===== config.mk =====
export PLATFORM = sky130hd
export DESIGN_NAME = aib_hrdrst_ctrl
export DESIGN_NICKNAME = d
export VERILOG_FILES = /design/src/rtl/aib_hrdrst_pkg.sv /design/src/rtl/aib_hrdrst_tmr.sv /design/src/rtl/aib_hrdrst_ctrl.sv
export SDC_FILE = /design/constraint.sdc
export NUM_CORES = 1
export LEC_CHECK = 0
export BUFFER_PORTS_ARGS = -buffer_cell sky130_fd_sc_hd__buf_2
export CAP_MARGIN = 20
export CORE_MARGIN = 1
export CORE_UTILIZATION = 53
export CTS_BUF_LIST = sky130_fd_sc_hd__clkbuf_2
export CTS_CLUSTER_DIAMETER = 80
export CTS_CLUSTER_SIZE = 20
export DETAILED_ROUTE_END_ITERATION = 7
export PLACE_DENSITY = 0.8
export SLEW_MARGIN = 40
export SYNTH_ARGS = -nofsm -noshare
export SYNTH_HDL_FRONTEND = slang
export SYNTH_HIERARCHICAL = 1
export SYNTH_SLANG_ARGS = --single-unit
export TNS_END_PERCENT = 100

===== constraint.sdc =====
create_clock -name i_aux_clk -period 2.85 [get_ports i_aux_clk]
set_clock_uncertainty 0.15 [all_clocks]
set_input_delay 0.57 -clock i_aux_clk [delete_from_list [all_inputs] [get_ports i_aux_clk]]
set_output_delay 0.57 -clock i_aux_clk [all_outputs]
set_load 0.02 [all_outputs]

===== src/rtl/aib_hrdrst_pkg.sv =====
// rtl/aib_hrdrst_pkg.sv - shared state encoding and defaults for AIB hard-reset sequencing
package aib_hrdrst_pkg;

  // Default number of aux cycles the sequencer reset is held low per attempt
  localparam int AIB_HRDRST_RST_HOLD_DEF = 8;

  typedef enum logic [2:0] {
    HRDRST_IDLE    = 3'd0,
    HRDRST_SEQ_RST = 3'd1,
    HRDRST_M2S     = 3'd2,
    HRDRST_S2M     = 3'd3,
    HRDRST_READY   = 3'd4,
    HRDRST_FAIL    = 3'd5
  } aib_hrdrst_state_e;

  // Plain-vector aliases for FSM code that keeps state as logic [2:0]
  localparam logic [2:0] ST_IDLE    = HRDRST_IDLE;
  localparam logic [2:0] ST_SEQ_RST = HRDRST_SEQ_RST;
  localparam logic [2:0] ST_M2S     = HRDRST_M2S;
  localparam logic [2:0] ST_S2M     = HRDRST_S2M;
  localparam logic [2:0] ST_READY   = HRDRST_READY;
  localparam logic [2:0] ST_FAIL    = HRDRST_FAIL;

  // True in the two phases that wait on a sequencer done and are timed
  function automatic logic phase_active(input logic [2:0] st);
    return (st == ST_M2S) || (st == ST_S2M);
  endfunction

endpackage


===== src/rtl/aib_hrdrst_tmr.sv =====
// rtl/aib_hrdrst_tmr.sv - saturating phase timer with compare-to-limit
module aib_hrdrst_tmr #(
  parameter int W = 16
) (
  input  logic         i_aux_clk,
  input  logic         i_rst_n,
  input  logic         clear,
  input  logic         enable,
  input  logic [W-1:0] limit,
  output logic         expired
);

  logic [W-1:0] cnt;

  // Count cycles spent in a phase; clear wins, stop at all-ones
  always_ff @(posedge i_aux_clk or negedge i_rst_n) begin
    if (!i_rst_n) begin
      cnt <= '0;
    end else if (clear) begin
      cnt <= '0;
    end else if (enable && (cnt != '1)) begin
      cnt <= cnt + W'(1);
    end
  end

  // A zero limit disables expiry; otherwise the phase lasts exactly limit cycles
  assign expired = (limit != '0) && (cnt == (limit - W'(1)));

endmodule


===== src/rtl/aib_hrdrst_ctrl.sv =====
// rtl/aib_hrdrst_ctrl.sv - AIB hard-reset bring-up controller with timeout and retry
module aib_hrdrst_ctrl
  import aib_hrdrst_pkg::*;
#(
  parameter int TIMEOUT_W = 16,
  parameter int MAX_RETRY = 3,
  parameter int RST_HOLD  = AIB_HRDRST_RST_HOLD_DEF
) (
  input  logic                           i_aux_clk,
  input  logic                           i_rst_n,
  input  logic                           i_conf_done,
  input  logic [TIMEOUT_W-1:0]           i_timeout,
  output logic                           o_seq_rst_n,
  output logic                           o_m2s_start,
  input  logic                           i_m2s_done,
  output logic                           o_s2m_start,
  input  logic                           i_s2m_done,
  output logic                           o_link_up,
  output logic                           o_fail,
  output logic [$clog2(MAX_RETRY+1)-1:0] o_retry_cnt,
  output logic [2:0]                     o_state
);

  localparam int RETRY_W = $clog2(MAX_RETRY + 1);
  localparam int HOLD_W  = $clog2(RST_HOLD + 1);

  logic [2:0]         state, state_d;
  logic [HOLD_W-1:0]  hold_cnt;
  logic [RETRY_W-1:0] retry_cnt;
  logic               m2s_done_q, s2m_done_q;
  logic               take_retry;
  logic               retry_ok;
  logic               hold_done;
  logic               ready_lost;
  logic               tmr_clear, tmr_en, tmr_expired;

  assign retry_ok   = retry_cnt < RETRY_W'(MAX_RETRY);
  assign hold_done  = hold_cnt == HOLD_W'(RST_HOLD - 1);
  assign ready_lost = (m2s_done_q && !i_m2s_done) || (s2m_done_q && !i_s2m_done);

  // Timer restarts on entry to each timed phase and only runs inside one
  assign tmr_clear = ((state_d == ST_M2S) && (state != ST_M2S)) ||
                     ((state_d == ST_S2M) && (state != ST_S2M));
  assign tmr_en    = phase_active(state);

  aib_hrdrst_tmr #(.W(TIMEOUT_W)) u_tmr (
    .i_aux_clk (i_aux_clk),
    .i_rst_n   (i_rst_n),
    .clear     (tmr_clear),
    .enable    (tmr_en),
    .limit     (i_timeout),
    .expired   (tmr_expired)
  );

  // Next-state: done beats timeout, retry or give up, conf_done low overrides all
  always_comb begin
    state_d    = state;
    take_retry = 1'b0;
    case (state)
      ST_IDLE:    if (i_conf_done) state_d = ST_SEQ_RST;
      ST_SEQ_RST: if (hold_done) state_d = ST_M2S;
      ST_M2S: begin
        if (i_m2s_done)       state_d = ST_S2M;
        else if (tmr_expired) take_retry = 1'b1;
      end
      ST_S2M: begin
        if (i_s2m_done)       state_d = ST_READY;
        else if (tmr_expired) take_retry = 1'b1;
      end
      ST_READY:   if (ready_lost) take_retry = 1'b1;
      ST_FAIL:    state_d = ST_FAIL;
      default:    state_d = ST_IDLE;
    endcase
    if (take_retry) state_d = retry_ok ? ST_SEQ_RST : ST_FAIL;
    if (!i_conf_done) begin
      state_d    = ST_IDLE;
      take_retry = 1'b0;
    end
  end

  // State, hold counter, retry count and done history
  always_ff @(posedge i_aux_clk or negedge i_rst_n) begin
    if (!i_rst_n) begin
      state      <= ST_IDLE;
      hold_cnt   <= '0;
      retry_cnt  <= '0;
      m2s_done_q <= 1'b0;
      s2m_done_q <= 1'b0;
    end else begin
      state      <= state_d;
      m2s_done_q <= i_m2s_done;
      s2m_done_q <= i_s2m_done;
      if ((state == ST_SEQ_RST) && (state_d == ST_SEQ_RST)) hold_cnt <= hold_cnt + HOLD_W'(1);
      else                                                   hold_cnt <= '0;
      if (state_d == ST_IDLE)        retry_cnt <= '0;
      else if (take_retry && retry_ok) retry_cnt <= retry_cnt + RETRY_W'(1);
    end
  end

  // Outputs registered from the next state so they change together with it
  always_ff @(posedge i_aux_clk or negedge i_rst_n) begin
    if (!i_rst_n) begin
      o_seq_rst_n <= 1'b0;
      o_m2s_start <= 1'b0;
      o_s2m_start <= 1'b0;
      o_link_up   <= 1'b0;
      o_fail      <= 1'b0;
    end else begin
      o_seq_rst_n <= (state_d == ST_M2S) || (state_d == ST_S2M) || (state_d == ST_READY);
      o_m2s_start <= (state_d == ST_M2S) || (state_d == ST_S2M) || (state_d == ST_READY);
      o_s2m_start <= (state_d == ST_S2M) || (state_d == ST_READY);
      o_link_up   <= (state_d == ST_READY);
      o_fail      <= (state_d == ST_FAIL);
    end
  end

  assign o_retry_cnt = retry_cnt;
  assign o_state     = state;

endmodule


Yosys cells after proc, flatten, opt, wreduce, memory -nomap -nowiden
Cells that the tools add are included.
{ "classes": {"reduce_logical": 21, "n_mux": 18, "order_cmp": 1, "n_addsub": 4, "eq_ne": 15} }
{ "ops": {"columns": ["op", "n"], "rows": [
  ["$mux 16", 2],
  ["$mux 3", 6],
  ["$pmux 3 s6", 1],
  ["$add 16x1->16 const B", 1],
  ["$eq 16x16->1", 1],
  ["$ne 16x16->1 const B", 1],
  ["$reduce_bool 16->1", 1],
  ["$sub 16x1->16 const B", 1],
  ["$eq 3x2->1 const B", 4],
  ["$eq 3x3->1 const B", 4],
  ["$logic_and 1x1->1", 8],
  ["$eq 3x1->1 const B", 2],
  ["$logic_not 3->1", 2],
  ["$logic_or 1x1->1", 6],
  ["$ne 3x2->1 const B", 2],
  ["$mux 1", 5],
  ["$add 4x1->4 const B", 1],
  ["$eq 4x3->1 const B", 1],
  ["$mux 2", 2],
  ["$mux 4", 1],
  ["$reduce_bool 2->1", 2],
  ["$pmux 1 s3", 1],
  ["$add 2x1->2 const B", 1],
  ["$logic_not 1->1", 2],
  ["$lt 2x2->1 const B", 1]
]} }
{ "totals": {"output_inout_bits": 10, "reg_bits": 31, "wordCells": 69, "input_bits": 21} }

Logic depth before layout (Yosys ltp)
Gate-level depths: netlist of the first run.
{ "depth": {"depth_word": 12, "depth_mapped": 15, "depth_no_buf": 13} }

By module
The synthesis of the first run kept the hierarchy.
{ "modules_own_cells": {"columns": ["module", "seq_area_each_um2", "n_inst", "area_per_inst_um2", "cells_each"], "rows": [
  ["aib_hrdrst_tmr", 400.4, 1, 1367.6, 167],
  ["aib_hrdrst_ctrl", 375.4, 1, 768.2, 75]
]} }

Worst setup path after synthesis of the first run
OpenSTA, ideal clock, no wires.
{ "synth_path": {"path_type": "input -> register", "from": "in i_timeout[2]", "to": "reg u_tmr.cnt[0]", "path_slack_ns": -0.764, "path_stages": 13, "arrival_time_ns": 3.332, "n_path_buf": 2, "required_ns": 2.568, "setup_ns": 0.132, "cell_sequence": "nor4_4 nand4_2 nor4b_1 o211ai_1 nor3b_1 a2111oi_2 o2111ai_2 and2_1 and4b_1 nor3b_1 buf_1 clkbuf_1 nor2_1"} }
{ "synth_via": {"elab_chain_len": 12, "word_cells_on_any_way": 17, "classes_between": "add/sub (1); eq/ne (3); mux (7); reduce/logical (6)"} }
{ "synth_lines": {"columns": ["item", "line", "rtl"], "rows": [
  ["from (decl)", "aib_hrdrst_ctrl.sv:12", "input logic [TIMEOUT_W-1:0] i_timeout,"],
  ["$sub 16x1->16", "aib_hrdrst_tmr.sv:27", "assign expired = (limit != '0) && (cnt == (limit - W'(1)));"],
  ["$eq 16x16->1", "aib_hrdrst_tmr.sv:27", null],
  ["$logic_and 1x1->1 (*)", "aib_hrdrst_tmr.sv:27", null],
  ["net tmr_expired", "aib_hrdrst_ctrl.sv:35", "logic tmr_clear, tmr_en, tmr_expired;"],
  ["$mux 1 (*)", "aib_hrdrst_ctrl.sv:64, aib_hrdrst_ctrl.sv:68", null],
  ["$mux 1 (on tied branches)", "aib_hrdrst_ctrl.sv:67, aib_hrdrst_ctrl.sv:63", null],
  ["$pmux 1 s3 (*)", "aib_hrdrst_ctrl.sv:59", "case (state)"],
  ["$mux 3 (*)", "aib_hrdrst_ctrl.sv:74", "if (take_retry) state_d = retry_ok ? ST_SEQ_RST : ST_FAIL;"],
  ["$mux 3 (*)", "aib_hrdrst_ctrl.sv:75", "if (!i_conf_done) begin"],
  ["$eq 3x2->1 (on tied branches)", "aib_hrdrst_ctrl.sv:42, aib_hrdrst_ctrl.sv:43", null],
  ["$logic_and 1x1->1 (on tied branches)", "aib_hrdrst_ctrl.sv:42, aib_hrdrst_ctrl.sv:43", null],
  ["$logic_or 1x1->1 (*)", "aib_hrdrst_ctrl.sv:42", "assign tmr_clear = ((state_d == ST_M2S) && (state != ST_M2S)) ||"],
  ["net tmr_clear", "aib_hrdrst_ctrl.sv:35", null],
  ["$mux 16 / $reduce_bool 2->1 (equally long branches)", null, null],
  ["to (signal assigned)", "aib_hrdrst_tmr.sv:22", "cnt <= cnt + W'(1);"],
  ["to (decl)", "aib_hrdrst_tmr.sv:13", "logic [W-1:0] cnt;"]
]} }
Mark *: on every way through the listed nets, which the timed path passes. The rest lies on a longest branch.
A chain may end at the register's enable or synchronous reset.

Worst setup path in the final report of the first run
{ "layout_path": {"from": "in i_timeout[3]", "to": "reg u_tmr.cnt[10]"} }
Same word-level chain as after synthesis.

==> impl_metrics.json, run 1 <==
{
  "synth_fa_ha_area_share_pct": 2.34,
  "min_period_over_period_pct": 112,
  "wl_per_cell_um": 14.2,
  "failed_checks": "negative setup slack",
  "area_growth_pct": 30.2,
  "dieHeight_um": 65.5,
  "firstDrtPassIters": 4,
  "die_area_um2": 4290,
  "powerDensity_nw_per_um2": 294,
  "syn_avg_cell_area_um2": 8.83,
  "cp.arrival_ns": 3.31,
  "cts_made_buffers": 5,
  "max-vdd-ir-drop_mv": 0.337,
  "worst-setup-path-type": "in -> reg",
  "tightest_slew_ns": 0.787,
  "dp.cells": 344,
  "power_mw": 0.817,
  "drt_wl_total_mm": 5.05,
  "ant_nets": 0,
  "die_w_um": 65.5,
  "end_kind": "flop",
  "antenna_cells": 0,
  "nets": 332,
  "antenna_found_initial": 0,
  "slew_headroom_pct": 46.9,
  "worstSetupStartpointType": "input pin",
  "clk_pin_slew_ns": 0.16,
  "ys_seq_area_share_pct": 36.3,
  "route.detailed.drc": 0,
  "cts_max_level": 2,
  "setup_viol": 28,
  "clock_sinks": 31,
  "clock-root-buffer": "clkbuf_2",
  "grt_usage_pct": 25.9,
  "synth-simple-area-share_pct": 32.2,
  "outcome": "finished, violations left",
  "initial_utilization_pct": 56.6,
  "reg2reg_slack_ns": -0.20,
  "hp-class": "in -> async",
  "place_congestion": 0.898,
  "synth_xor_area_share_pct": 12.3,
  "grt_max_degree": 32,
  "fin_area_um2": 2780,
  "hold_viol": 0,
  "clockBufferDepth": 2,
  "core_area_um2": 3770,
  "path_max_fanout": 8,
  "n_fill_cell": 284,
  "hold_slack_ns": 0.0479,
  "final_common_cell": "dfrtp_1",
  "cts_tree": "built",
  "drv_slew": 0,
  "yosysWarnings": 6,
  "dpl-instance-area_um2": 2550,
  "ys.flop_type": "dfrtp_1",
  "utilization_pct": 73.7,
  "fin_ws_ns": -0.329,
  "cap_violations": 0,
  "synth_top_family_by_area": "simple AND/OR/NAND/NOR gates",
  "hpwl_mm": 3.40,
  "final_cell_mix": "dfrtp_1, buf_4, buf_2, nor2_1, xnor2_1",
  "vias": 1969,
  "synth_edf_count": 0,
  "postSynthNetCount": 267,
  "synthArstFlopShare_pct": 100,
  "num_rows": 22,
  "via_per_inst": 5.53,
  "p_leak_nw": 1.25,
  "portBuffers": 30,
  "ys_types": 52,
  "max_freq_mhz": 315,
  "io_pins": 31,
  "cp.required_ns": 2.98,
  "synth_seq_cells": 31,
  "grt_pass1_vias": 1864,
  "rsz0062_at_grt": "true",
  "overflow": 0,
  "syn_inst": 242,
  "stdcell_count": 356,
  "seqCellArea_um2": 776,
  "multi_input_area_um2": 1430,
  "dr.first_iter.drc_count": 113,
  "clock_latency_ns": 0.38,
  "period_needed_ns": 3.18,
  "hold_buffers": 0,
  "drive_gt1_share_pct": 36.4,
  "netlist_area_um2": 2140,
  "synthMuxAreaShare_pct": 2.81,
  "grt_pass1_wl_mm": 8.44,
  "synth_compound_area_share_pct": 10.7
}
metal layers:
metal / GRT usage, % / part of all wire, % / wire (um)
met1: 35.8 / 48 / 2430
met2: 40.3 / 47 / 2380
met3: 6.25 / 3.5 / 177
met4: 7.34 / 1.2 / 59
met5: 0 / 0 / 0
worst max-delay path: stages:
cell	delay, ns
buf_6	0.10
nor4_4	0.33
buf_4	0.19
nand4_4	0.11
o21a_1	0.23
nor4b_2	0.31
nor3b_2	0.10
a2111oi_4	0.36
o2111ai_2	0.18
and2_4	0.18
and4b_1	0.21
nor3b_4	0.22
buf_6	0.19
a21oi_2	0.04
cells in the mapped netlist, types with 2 or more instances:
| cell type | number | area share, % |
|---|---|---|
| inv_1 | 9 | 1.6 |
| a21oi_1 | 10 | 2.3 |
| nand3_1 | 10 | 2.3 |
| buf_1 | 2 | 0.35 |
| o21ai_0 | 10 | 2.3 |
| and4b_1 | 2 | 0.94 |
| nand3b_1 | 2 | 0.70 |
| or3_1 | 5 | 1.5 |
| dfrtp_1 | 31 | 36 |
| xnor2_1 | 20 | 8.2 |
| xor2_1 | 10 | 4.1 |
| o21a_1 | 2 | 0.70 |
| ha_1 | 4 | 2.3 |
| nand4_1 | 6 | 1.8 |
| nor4b_1 | 2 | 0.82 |
| clkbuf_1 | 2 | 0.35 |
| nor2_1 | 33 | 5.8 |
| nor3b_1 | 4 | 1.4 |
| nand2_1 | 14 | 2.5 |
| mux2i_1 | 6 | 2.8 |
| nor3_1 | 16 | 3.7 |
| and2_1 | 3 | 0.88 |
| nor2b_1 | 3 | 0.88 |
| nand2b_1 | 8 | 2.3 |
final cells by class:
class                   instances  area share (%)
clock buffers                   6            1.08
clock inverters                 2           0.270
inverters                       9            1.22
multi-input cells             195            51.3
flip-flops and latches         31            27.9
well taps                      48            2.16
repair buffers                 65            16.1
stage by stage:
stage,setup WS (ns),TNS [ns]
floorplan,-0.517,-9.89
global placement,-0.725,-19.01
detailed placement,-0.728,-18.97
CTS,-0.281,-6.00
global route,-0.471,-10.93
finish,-0.329,-7.15
worst paths after layout:
path	from	endpoint	depth (start not counted)
max in group asynchronous	i_rst_n	o_m2s_start	1
min	i_rst_n	m2s_done_q	1
min reg2reg	hold_cnt[0]	hold_cnt[0]	1
min in group i_aux_clk	i_m2s_done	m2s_done_q	1
max reg2reg	u_tmr/cnt[3]	u_tmr/cnt[10]	12
max	i_timeout[3]	u_tmr/cnt[10]	14
state kept, by name, indices dropped and copies added, names as in the netlist, 2 cells and up:
name / flops
u_tmr/cnt: 16
o_retry_cnt: 2
o_state: 3
hold_cnt: 4
power by group:
| group | total, mW | leakage [nW] | internal, mW | switching (mW) |
|---|---|---|---|---|
| registers | 0.457 | 0.343 | 0.447 | 0.00955 |
| logic | 0.150 | 0.883 | 0.0706 | 0.0799 |
| clock network | 0.210 | 0.0281 | 0.0589 | 0.151 |
| total | 0.817 | 1.25 | 0.577 | 0.240 |
cell families (layout without fill, tap and decap cells):
kind of cell	after synthesis	in the layout
simple gates	121	121
compound gates	34	34
flops	31	31
xor+xnor	30	30
buf+inv	16	82
mux	6	6
fa+ha+maj	4	4
what timing repair did:
item,CTS,global route
pin swaps,18,6
setup endpoints to repair,28,29
gates cloned,1,0
buffers inserted,2,2
resized for setup,27,15
Note: power is estimated with default switching activity, not from simulation.
==> inputs of run 2 (changes only) <==
--- a/config.mk
+++ b/config.mk
@@ -8,12 +8,13 @@
 export BUFFER_PORTS_ARGS = -buffer_cell sky130_fd_sc_hd__buf_2
 export CAP_MARGIN = 20
 export CORE_MARGIN = 1
-export CORE_UTILIZATION = 53
+export CORE_UTILIZATION = 60
 export CTS_BUF_LIST = sky130_fd_sc_hd__clkbuf_2
 export CTS_CLUSTER_DIAMETER = 80
 export CTS_CLUSTER_SIZE = 20
 export DETAILED_ROUTE_END_ITERATION = 7
-export PLACE_DENSITY = 0.8
+export PLACE_DENSITY = 0.85
+export SKIP_LAST_GASP = 1
 export SLEW_MARGIN = 40
 export SYNTH_ARGS = -nofsm -noshare
 export SYNTH_HDL_FRONTEND = slang
==> constraint.sdc (replaced) <==
create_clock -name i_aux_clk -period 3.8 [get_ports i_aux_clk]
set_clock_uncertainty 0.15 [all_clocks]
set_input_delay 0.76 -clock i_aux_clk [delete_from_list [all_inputs] [get_ports i_aux_clk]]
set_output_delay 0.76 -clock i_aux_clk [all_outputs]
set_load 0.02 [all_outputs]
==> impl_metrics.json, run 2 (synthesis results as in run 1) <==
{
  "drive_gt1_share_pct": 20.3,
  "cts_max_level": 2,
  "largest_reg_flops": 16,
  "hold_viol": 0,
  "route.detailed.drc": 0,
  "antenna_found_initial": 0,
  "hp-class": "in -> async",
  "place_congestion": 0.766,
  "cts_tree": "built",
  "final_cell_mix": "nor2_1, dfrtp_1, buf_2, xnor2_1, nor3_1",
  "num_rows": 21,
  "powerDensity_nw_per_um2": 240,
  "grt_max_degree": 32,
  "core_area_um2": 3360,
  "period_needed_ns": 3.50,
  "cts_made_buffers": 5,
  "setup_viol": 0,
  "grt_pass1_wl_mm": 6.78,
  "grt_pass1_vias": 1650,
  "dieHeight_um": 61.7,
  "fin_area_um2": 2400,
  "stdcell_count": 327,
  "clock-root-buffer": "clkbuf_2",
  "ctsResizeCount": 0,
  "drt_wl_total_mm": 3.99,
  "antenna_cells": 0,
  "utilization_pct": 71.4,
  "outcome": "complete, no violations",
  "dp.cells": 319,
  "dr.first_iter.drc_count": 92,
  "p_leak_nw": 1.09,
  "dpl-instance-area_um2": 2360,
  "max-vdd-ir-drop_mv": 0.201,
  "worstSetupStartpointType": "input pin",
  "cp.arrival_ns": 3.58,
  "slew_headroom_pct": 55.5,
  "wl_per_cell_um": 12.2,
  "cp.required_ns": 3.88,
  "area_growth_pct": 12.5,
  "cap_violations": 0,
  "min_period_over_period_pct": 92.0,
  "nets": 305,
  "hpwl_mm": 3.14,
  "hold_buffers": 0,
  "final_common_cell": "nor2_1",
  "path_max_fanout": 9,
  "firstDrtPassIters": 4,
  "initial_utilization_pct": 63.5,
  "via_per_inst": 5.57,
  "clock_sinks": 31,
  "portBuffers": 30,
  "die_area_um2": 3800,
  "vias": 1823,
  "rsz0062_at_grt": "false",
  "end_kind": "flop",
  "worst-setup-path-type": "in -> reg",
  "power_mw": 0.576,
  "clock_latency_ns": 0.35,
  "die_w_um": 61.7,
  "overflow": 0,
  "tightest_slew_ns": 0.668,
  "regMostFlops": "u_tmr/cnt",
  "grt_usage_pct": 24.2,
  "max_freq_mhz": 286,
  "ant_nets": 0,
  "io_pins": 31,
  "drv_slew": 0,
  "hold_slack_ns": 0.276,
  "clockBufferDepth": 2,
  "clk_pin_slew_ns": 0.15,
  "post_cts_buffers": 0
}
## run 2: area by class of cell
type,instances,area (um^2)
Clock buffer,6,30.0
Sequential cell,31,776
Inverter,9,33.8
Fill cell,278,961
Tap cell,46,57.6
Timing Repair Buffer,38,210
Multi-Input combinational cell,195,1290
Clock inverter,2,7.51
## run 2: power breakdown
group	total (mW)	leakage (nW)	switching [mW]	internal, mW
Combinational	0.0901	0.720	0.0509	0.0392
Sequential	0.342	0.343	0.00689	0.335
Clock	0.144	0.0281	0.0997	0.0443
## run 2: per-layer routing
metal	routed length (um)	track usage (%)
met1	1960	31.1
met2	1850	41.0
met3	107	3.36
met4	74	10.2
met5	0	0
## run 2: critical path, cell delays in order
cell and delay (ns):
buf_2 0.13, nor4_4 0.40, nand4_2 0.19, o21a_1 0.24, nor4b_2 0.26, nor3b_1 0.09, a2111oi_2 0.40, o2111ai_2 0.18
and2_1 0.21, and4b_1 0.19, nor3b_1 0.25, buf_4 0.22, a21oi_1 0.05
## run 2: worst paths after layout
| path | startpoint | endpoint | slack, ns | cells after the start |
|---|---|---|---|---|
| worst max-delay path | i_timeout[3] | u_tmr/cnt[12] | 0.30 | 13 |
| worst min-delay path | i_rst_n | hold_cnt[1] | 0.28 | 1 |
| worst max register to register | u_tmr/cnt[3] | u_tmr/cnt[12] | 0.65 | 12 |
| worst min register to register | hold_cnt[0] | hold_cnt[0] | 0.33 | 1 |
| max in group asynchronous | i_rst_n | u_tmr/cnt[10] | 2.79 | 1 |
| min in group i_aux_clk | hold_cnt[0] | hold_cnt[0] | 0.33 | 1 |
## run 2: per-stage QoR
| stage | setup slack (ns) | setup TNS, ns |
|---|---|---|
| floorplan | 0.0886 | 0 |
| finish | 0.302 | 0 |
| global route | 0.0458 | 0 |
| global placement | -0.0174 | -0.156 |
| CTS | 0.312 | 0 |
| detailed placement | -0.0564 | -0.789 |
==> inputs of run 3 (changes only) <==
--- a/config.mk
+++ b/config.mk
@@ -14,6 +14,7 @@
 export CTS_CLUSTER_SIZE = 20
 export DETAILED_ROUTE_END_ITERATION = 7
 export PLACE_DENSITY = 0.85
+export REMOVE_ABC_BUFFERS = 1
 export SKIP_LAST_GASP = 1
 export SLEW_MARGIN = 40
 export SYNTH_ARGS = -nofsm -noshare
==> impl_metrics.json, run 3 (synthesis results as in run 1) <==
{
  "largest_reg_flops": 16,
  "antenna_found_initial": 0,
  "period_needed_ns": 3.48,
  "route.detailed.drc": 0,
  "min_period_over_period_pct": 91.6,
  "path_max_fanout": 16,
  "cts_max_level": 2,
  "nets": 305,
  "die_area_um2": 3800,
  "hp-class": "in -> async",
  "final_common_cell": "nor2_1",
  "drt_wl_total_mm": 4.28,
  "core_area_um2": 3360,
  "p_leak_nw": 1.09,
  "via_per_inst": 5.69,
  "power_mw": 0.582,
  "seqCellArea_um2": 776,
  "dr_wl_met2_mm": 2.12,
  "worst-setup-path-type": "in -> reg",
  "die_w_um": 61.7,
  "ant_nets": 0,
  "clk_pin_slew_ns": 0.15,
  "hold_viol": 0,
  "crit_family": "simple AND/OR/NAND/NOR gates",
  "n_fill_cell": 282,
  "drv_slew": 0,
  "max-vdd-ir-drop_mv": 0.176,
  "clock_latency_ns": 0.38,
  "hpwl_mm": 3.25,
  "grt_pass1_vias": 1594,
  "antenna_cells": 0,
  "worstSetupStartpointType": "input pin",
  "grt_max_degree": 32,
  "slew_headroom_pct": 55.1,
  "firstDrtPassIters": 4,
  "post_cts_buffers": 0,
  "crit_chain": "buf_2 -> nor4_4 -> nand3b_2 -> or4_1 -> mux2i_1 -> nand4_1 -> a2111oi_2 -> o2111ai_2 -> and2_1 -> and4b_1 -> nor3b_1 -> buf_4 -> nor2_1",
  "initial_utilization_pct": 63.5,
  "max_freq_mhz": 287,
  "critPathMaxStageDelay_ns": 0.44,
  "finalSetupTns_ns": 0,
  "cp.arrival_ns": 3.60,
  "hold_buffers": 0,
  "regMostFlops": "u_tmr/cnt",
  "rsz0062_at_grt": "false",
  "vias": 1849,
  "end_kind": "flop",
  "overflow": 0,
  "io_pins": 31,
  "slowest_stage": "or4_1",
  "cap_violations": 0,
  "drive_gt1_share_pct": 20.4,
  "clock-root-buffer": "clkbuf_2",
  "multi_input_area_um2": 1290,
  "setup_viol": 0,
  "num_rows": 21,
  "clock_sinks": 31,
  "area_growth_pct": 12.1,
  "outcome": "complete, no violations",
  "dr.first_iter.drc_count": 102,
  "wl_met1_mm": 1.90,
  "portBuffers": 30,
  "wl_per_cell_um": 13.2,
  "route.met3.wl_um": 160,
  "dr.max_layer_used": "met4",
  "powerDensity_nw_per_um2": 243,
  "cts_made_buffers": 5,
  "cp.required_ns": 3.92,
  "reg2reg_slack_ns": 0.65,
  "clockBufferDepth": 2,
  "ctsResizeCount": 0,
  "dieHeight_um": 61.7,
  "crit_buf_inv": 2,
  "tightest_slew_ns": 0.673,
  "place_congestion": 0.785,
  "final_cell_mix": "nor2_1, dfrtp_1, buf_2, xnor2_1, nor3_1",
  "grt_pass1_wl_mm": 6.62,
  "grt_usage_pct": 24.6,
  "cts_tree": "built"
}
-- run 3: cell types whose count changed in the layout (fill, tap and decap cells not counted) --
cell,delta
clkinv_1,-2
-- run 3: layout make-up --
cell class	instances	area share, %
tap	46	2.40
clock buffer	6	1.25
sequential	31	32.4
inverter	9	1.41
timing repair buffer	38	8.78
multi-input combinational	195	53.8
-- run 3: final timing paths --
check	startpoint	end	cells after the start
setup / recovery	i_timeout[3]	u_tmr/cnt[8]	13
hold / removal	i_rst_n	m2s_done_q	1
setup reg to reg	u_tmr/cnt[3]	u_tmr/cnt[8]	12
hold reg to reg	hold_cnt[0]	hold_cnt[0]	1
max in group asynchronous	i_rst_n	u_tmr/cnt[4]	1
min in group i_aux_clk	hold_cnt[0]	hold_cnt[0]	1
-- run 3: layer usage --
metal  global-route usage (%)  up-vias
li1                         -      930
met1                     27.7      866
met2                     44.2       43
met3                     3.78       10
met4                     13.7        0
met5                        0        -
-- run 3: power by group --
part / internal [mW] / total (mW) / leakage [nW] / switching, mW
Combinational: 0.0390 / 0.0911 / 0.720 / 0.0522
Sequential: 0.335 / 0.342 / 0.343 / 0.00700
Clock: 0.0414 / 0.149 / 0.0249 / 0.107
-- run 3: metrics by stage --
step           hold slack [ns]  instance area (um^2)  instances  setup slack, ns  utilization, %
2_1_floorplan            0.279                  2100        235           -0.383               -
4_1_cts                  0.272                  2390        325            0.329            71.2
3_3_place_gp             0.295                  2360        319          -0.0212            70.3
3_5_place_dp             0.298                  2360        319          -0.0729            70.3
5_1_grt                  0.282                  2390        325            0.203            71.2
6_report                 0.240                  2390        325            0.321            71.2
